### src/rtl/cpu_types_pkg.sv
// cpu_types_pkg: shared datapath/cache types for the memory responder and future caches
package cpu_types_pkg;
  typedef logic [31:0] word_t;
  typedef enum logic [2:0] {IDLE, DACC, IACC, DRESP, IRESP, HALT} mresp_state_t;
  // Byte-offset bits within a word; any set bit means a misaligned word access
  localparam logic [1:0] WORD_ALIGN_MASK = 2'b11;
endpackage

### src/rtl/mem_wait_timer.sv
// mem_wait_timer: wait-state counter with clear/enable and a terminal-count flag
module mem_wait_timer #(
  parameter int TIMEOUT = 64
) (
  input  logic clk,
  input  logic rst,
  input  logic clr,
  input  logic en,
  output logic tc
);
  localparam int CW = (TIMEOUT > 1) ? $clog2(TIMEOUT) : 1;
  logic [CW-1:0] count;
  assign tc = count == CW'(TIMEOUT - 1);
  // Count access cycles, saturating at terminal count until cleared
  always_ff @(posedge clk or posedge rst)
    if (rst) count <= '0;
    else if (clr) count <= '0;
    else if (en && !tc) count <= count + 1'b1;
endmodule

### src/rtl/mem_responder.sv
// mem_responder: blocking arbiter of fetch and data requests onto a single-port wait-state RAM
module mem_responder
  import cpu_types_pkg::*;
#(
  parameter int TIMEOUT = 64,
  parameter int ADDR_W  = 32
) (
  input  logic              CLK,
  input  logic              RST,
  input  logic              imemREN,
  input  logic [ADDR_W-1:0] imemaddr,
  input  logic              dmemREN,
  input  logic              dmemWEN,
  input  logic [ADDR_W-1:0] dmemaddr,
  input  word_t             dmemstore,
  input  logic              halt,
  output logic              ihit,
  output word_t             imemload,
  output logic              dhit,
  output word_t             dmemload,
  output logic              ramREN,
  output logic              ramWEN,
  output logic [ADDR_W-1:0] ramaddr,
  output word_t             ramstore,
  input  word_t             ramload,
  input  logic              ram_ready,
  output logic              err,
  output logic              halted
);
  mresp_state_t      state;
  logic              wr, tc, in_acc, i_mis, d_mis;
  logic [ADDR_W-1:0] i_addr, d_addr;
  assign in_acc = (state == DACC) || (state == IACC);
  assign i_mis  = |(imemaddr[1:0] & WORD_ALIGN_MASK);
  assign d_mis  = |(dmemaddr[1:0] & WORD_ALIGN_MASK);
  assign i_addr = {imemaddr[ADDR_W-1:2], imemaddr[1:0] & ~WORD_ALIGN_MASK};
  assign d_addr = {dmemaddr[ADDR_W-1:2], dmemaddr[1:0] & ~WORD_ALIGN_MASK};
  mem_wait_timer #(.TIMEOUT(TIMEOUT)) u_timer (
    .clk(CLK),
    .rst(RST),
    .clr(!in_acc),
    .en (in_acc),
    .tc (tc)
  );
  // Responder FSM: latch a request in IDLE, hold RAM strobes until ready or timeout, pulse one hit
  always_ff @(posedge CLK or posedge RST)
    if (RST) begin
      state    <= IDLE;
      wr       <= 1'b0;
      ihit     <= 1'b0;
      dhit     <= 1'b0;
      imemload <= '0;
      dmemload <= '0;
      ramREN   <= 1'b0;
      ramWEN   <= 1'b0;
      ramaddr  <= '0;
      ramstore <= '0;
      err      <= 1'b0;
      halted   <= 1'b0;
    end else begin
      ihit <= 1'b0;
      dhit <= 1'b0;
      case (state)
        IDLE:
          if (halt) begin
            state  <= HALT;
            halted <= 1'b1;
          end else if (dmemREN || dmemWEN) begin
            state    <= DACC;
            wr       <= dmemWEN;
            ramWEN   <= dmemWEN;
            ramREN   <= !dmemWEN;
            ramaddr  <= d_addr;
            ramstore <= dmemstore;
            err      <= err | d_mis;
          end else if (imemREN) begin
            state   <= IACC;
            wr      <= 1'b0;
            ramREN  <= 1'b1;
            ramaddr <= i_addr;
            err     <= err | i_mis;
          end
        DACC, IACC:
          if (ram_ready || tc) begin
            ramREN <= 1'b0;
            ramWEN <= 1'b0;
            err    <= err | !ram_ready;
            state  <= (state == DACC) ? DRESP : IRESP;
            dhit   <= state == DACC;
            ihit   <= state == IACC;
            if (state == DACC) dmemload <= (ram_ready && !wr) ? ramload : '0;
            else imemload <= ram_ready ? ramload : '0;
          end
        DRESP, IRESP: state <= IDLE;
        HALT:         state <= HALT;
        default:      state <= IDLE;
      endcase
    end
endmodule

### config.mk
export PLATFORM = sky130hd
export DESIGN_NAME = mem_responder
export DESIGN_NICKNAME = d
export VERILOG_FILES = /design/src/rtl/cpu_types_pkg.sv /design/src/rtl/mem_wait_timer.sv /design/src/rtl/mem_responder.sv
export SDC_FILE = /design/constraint.sdc
export NUM_CORES = 1
export LEC_CHECK = 0
export BUFFER_PORTS_ARGS = -buffer_cell sky130_fd_sc_hd__buf_2
export CELL_PAD_IN_SITES_DETAIL_PLACEMENT = 1
export CELL_PAD_IN_SITES_GLOBAL_PLACEMENT = 1
export CORE_MARGIN = 2
export CORE_UTILIZATION = 32
export DETAILED_ROUTE_END_ITERATION = 12
export PLACE_DENSITY = 0.86
export SYNTH_ARGS = -nofsm -noshare
export SYNTH_HDL_FRONTEND = slang
export SYNTH_SLANG_ARGS = --single-unit
### constraint.sdc
create_clock -name CLK -period 4.43 [get_ports CLK]
set_input_delay 0.6645 -clock CLK [delete_from_list [all_inputs] [get_ports CLK]]
set_output_delay 0.6645 -clock CLK [all_outputs]
set_load 0.005 [all_outputs]
* After elaboration in Yosys (flattened, before gate mapping)
Cells that the tools add are included.
Widths: inputs -> output; s select.
** Operators by class
- Muxes and demuxes :: 31
- Equality and inequality tests :: 10
- Reduce and logical (&&, ||, !) cells :: 23
- Add/sub/neg operators :: 1
- Bitwise operators :: 5
** Operator list (number)
- $mux 32 :: 4
- $mux 1 :: 16
- $mux 3 :: 5
- $mux 6 :: 2
- $reduce_and 3->1 :: 4
- $pmux 3 s3 :: 1
- $ne 2x2->1 const B :: 4
- $reduce_and 4->1 :: 2
- $add 6x1->6 const B :: 1
- $eq 6x6->1 const B :: 1
- $pmux 1 s2 :: 3
- $reduce_or 2->1 :: 3
- $logic_not 1->1 :: 4
- $ne 4x4->1 const B :: 1
- $reduce_and 2->1 :: 2
- $reduce_bool 2->1 :: 2
- $eq 3x1->1 const B :: 1
- $eq 3x2->1 const B :: 1
- $eq 3x3->1 const B :: 1
- $logic_not 3->1 :: 1
- $logic_or 1x1->1 :: 3
- $ne 3x3->1 const B :: 1
- $or 1x1->1 :: 3
- $logic_and 1x1->1 :: 2
- $not 1->1 :: 2
** Storage, ports and cells
- Flip-flop bits (word level) :: 144
- Bits of input ports :: 135

* Logic depth before layout (Yosys ltp)
- Word-level depth :: 6
- Mapped depth :: 6
- Depth with buffers taken out :: 4

* Modules after synthesis
From an unflattened synthesis, not the netlist that was laid out.
** Unflattened totals
- Cell total of the unflattened synthesis :: 513
- Area, all modules :: 5723.0 um^2
** By module, submodules not included
- mem_responder :: times used 1, cells an instance 476, area each 5367.6 um^2
- mem_wait_timer :: times used 1, cells an instance 37, area each 355.3 um^2

* Worst setup path before layout
No wires, ideal clock.
- Path kind :: input to register
- Start :: input port dmemWEN
- End :: register ramstore[0]
- Path slack :: 2.549 ns
- Data arrival time :: 1.753 ns
- Setup time :: 0.128 ns
- Stages :: 6
- Data required time :: 4.302 ns
- Cell sequence :: or2_1 > clkbuf_1 > and2_1 > buf_2 > buf_4 > mux2_1
** Between the ends
- Longest elaborated chain between the ends :: 2
** Ends and longest elaborated chain
- start: declaration :: RTL line mem_responder.sv:13 : input logic dmemWEN,
- $logic_or 1x1->1 :: RTL line mem_responder.sv:68 : end else if (dmemREN || dmemWEN) begin
- $reduce_and 3->1 (no line)
- end signal: assignment :: RTL line mem_responder.sv:74 : ramstore <= dmemstore;
- end: declaration :: RTL line mem_responder.sv:24 : output word_t ramstore,
No other way between the ends.
A chain may end at the register's enable or synchronous reset.

* Worst setup path after layout
- Start :: register state[0]
- End :: register ramstore[30]
** Between the ends
- Longest elaborated chain between the ends :: 2
** Ends and longest elaborated chain
- start: declaration :: RTL line mem_responder.sv:30 : mresp_state_t state;
- start signal: assignment :: RTL line mem_responder.sv:88 : state <= (state == DACC) ? DRESP : IRESP;
- $logic_not 3->1 :: RTL line mem_responder.sv:63 : case (state)
- $reduce_and 3->1 (no line)
No other way between the ends.

==> flow_metrics.env <==
export IMPL_cp_arrival_ns=2.51
export IMPL_routed_top_layer="met4"
export IMPL_area_growth_pct=36.2
export IMPL_yosys_warnings=0
export IMPL_required_ns=4.72
export IMPL_powerDensity_nw_per_um2=633
export IMPL_track_usage_pct=18.0
export IMPL_cts_resized=0
export IMPL_synthTopCellsByCount="dfrtp_1, a22oi_1, inv_1"
export IMPL_min_period_ns=2.22
export IMPL_yosysTopAreaCellShare_pct=60.6
export IMPL_core_area_um2=18000
export IMPL_tritoncts="built"
export IMPL_finClkSkew_ns=0.00774
export IMPL_grt_pass1_wl_um=28100
export IMPL_clkTransAtPathRegs_ns=0.06
export IMPL_postCtsSetupBuffers=0
export IMPL_place_area_um2=7400
export IMPL_avgSynthCellArea_um2=12.3
export IMPL_cts_hold_buf=0
export IMPL_drt_initial_drc_count=173
export IMPL_seq_area_frac_synth_pct=60.6
export IMPL_synth_enable_flop_cells=0
export IMPL_initial_utilization_pct=32.6
export IMPL_wl_met2_um=8940
export IMPL_cts_root_buf="clkbuf_16"
export IMPL_dp_hpwl_um=12600
export IMPL_synth_area_leaders="dfrtp_1, a22oi_1, mux2_1"
export IMPL_grt_max_degree=72
export IMPL_synth_cells=478
export IMPL_yosysUniqueCellTypes=47
export IMPL_wl_um=17400
export IMPL_port_buffers=266
export IMPL_met1Wirelength_um=7130
export IMPL_synth_flop_cell="dfrtp_1"
export IMPL_cts_made_buffers=17
export IMPL_rsz0062_at_grt="false"
export IMPL_report_final_slew_viol_count=0
export IMPL_p_leak_nw=4.05
export IMPL_ant_nets=0
export IMPL_outcome="complete, no violations"
export IMPL_synth_top_family_by_area="compound AO/OA/AOI/OAI gates"
export IMPL_worstMarginPinSlew_ns=1.09
export IMPL_synth_compound_area_share_pct=22.7
export IMPL_via_per_inst=5.02
export IMPL_htreeDepth=4
export IMPL_setup_tns_ns=0
export IMPL_grt_pass1_vias=5233
export IMPL_wl_per_cell_um=17.9
export IMPL_synth_simple_area_share_pct=3.91
export IMPL_drive_gt1_share_pct=42.5
export IMPL_ioPinCount=269
export IMPL_cp_cell_sequence="nor4_1 > and2_1 > buf_4 > mux2_2"
export IMPL_stdcell_area_um2=7980
export IMPL_clk_path_buf_depth=2
export IMPL_route_vias_total=4885
export IMPL_hold_class="input pin to async pin"
export IMPL_synth_mux_area_share_pct=6.15
export IMPL_synthXorXnorAreaFrac_pct=0.299
export IMPL_row_count=49
export IMPL_synth_adder_area_share_pct=0.214
export IMPL_die_area_um2=19400
export IMPL_synth_top_area_cell="dfrtp_1"
export IMPL_grt_antenna_before_repair=0
export IMPL_timing_slew_headroom_pct=27.7
export IMPL_end_kind="register"
export IMPL_vdd_drop_max_v=0.000254
export IMPL_die_w_um=139
export IMPL_crit_path_max_fanout=32
export IMPL_clock_sinks=142
export IMPL_clk_latency_ns=0.41
export IMPL_first_pass_iters=4
export IMPL_setup_worst_path_class="register to register"
export IMPL_clock_fmax_ghz=0.450
export IMPL_yosysMostFrequentCell="dfrtp_1"
export IMPL_cp_start_kind="register"
export IMPL_synth_seq_cells=142
export IMPL_p_total_w=0.00505
export IMPL_hold_viol=0
export IMPL_slowest_delay_ns=0.54
export IMPL_diodes=0
export IMPL_finalSetupViolCount=0
export IMPL_final_nets=867
export IMPL_async_flop_share_pct=100
export IMPL_period_share_pct=50.2
export IMPL_routabilityCongestion=0.749
export IMPL_slowest_stage="nor4_1"
export IMPL_drcViolationCount=0
export IMPL_die_y_um=139
export IMPL_synth_area_um2=5860
export IMPL_grt_overflow_total=0
export IMPL_maxCapViolCount=0
export IMPL_routed_wl_met3_um=1130
[final timing paths]
kind / from / slack [ns] / to / cells past startpoint
worst max-delay path: state[0] / 2.21 / ramstore[30] / 4
worst min register to register: ramstore[26] / 0.48 / ramstore[26] / 1
max in group asynchronous: RST / 3.12 / imemload[10] / 3
worst min-delay path: RST / 0.27 / ramaddr[18] / 2
min in group CLK: dmemstore[13] / 0.47 / ramstore[13] / 2
worst max register to register: state[0] / 2.21 / ramstore[30] / 4
[worst max-delay path, delay by kind of cell (launching register included)]
kind / cells / cell delay (ns)
buf+inv: 1 / 0.39
mux: 1 / 0.39
simple gates: 2 / 0.78
flops: 1 / 0.53
[power by group]
group | switching (W) | internal, W
logic | 0.000750 | 0.000821
registers | 0.000317 | 0.00179
clock network | 0.000536 | 0.000835
[metal layers]
layer  vias to the layer above  GRT usage, %
met5                         -             0
met4                         0          4.68
met3                        16          5.09
met2                       178          31.2
met1                      2421          22.0
li1                       2270             -
[layout make-up]
| class | instances | area, um2 |
|---|---|---|
| flip-flops and latches | 142 | 3550 |
| repair buffers | 276 | 1420 |
| clock inverters | 8 | 82.6 |
| fillers | 2038 | 9980 |
| multi-input cells | 256 | 2000 |
| well taps | 229 | 287 |
| inverters | 38 | 146 |
| clock buffers | 24 | 492 |
[per-stage QoR]
step                hold WS (ns)  std cells  setup WS, ns  utilization (%)
CTS                        0.271        973          2.18             44.4
floorplan                  0.465        479          1.99                -
finish                     0.273        973          2.21             44.4
global placement           0.445        941          2.08             41.2
detailed placement         0.470        941          2.04             41.2
global route               0.290        973          2.04             44.4
[flip-flops by register name, indices dropped and copies added (netlist names)]
name and count:
wr 1, ihit 1, ramREN 1, imemload 32
u_timer.count 6, ramWEN 1, dmemload 32, dhit 1
ramaddr 30, err 1, halted 1, ramstore 32
state 3
[cells by family after synthesis]
kind of cell               after synthesis
adders and majority gates                1
buffers and inverters                   81
xor gates and xnor gates                 2
other                                    1
muxes                                   32
DFF                                    142
and+or+nand+nor                         40
AOI/OAI and AO/OA                      179
[placed cells by master, fill, tap and decap left out, drive strengths merged, types with 2 or more instances in the layout]
master,n
nand2,6
nor4bb,2
a21o,2
xor2,2
a31oi,2
clkinv,6
or2,2
nor3b,2
nor3,6
clkbuf,24
nor4,2
conb,2
o2bb2ai,30
dfrtp,142
clkinvlp,2
nand3,3
o21ai,37
a22oi,62
buf,276
inv,37
mux2,32
a22o,32
nor2,7
a21oi,3
and2,3
Note: power is estimated with default switching activity, not from simulation.
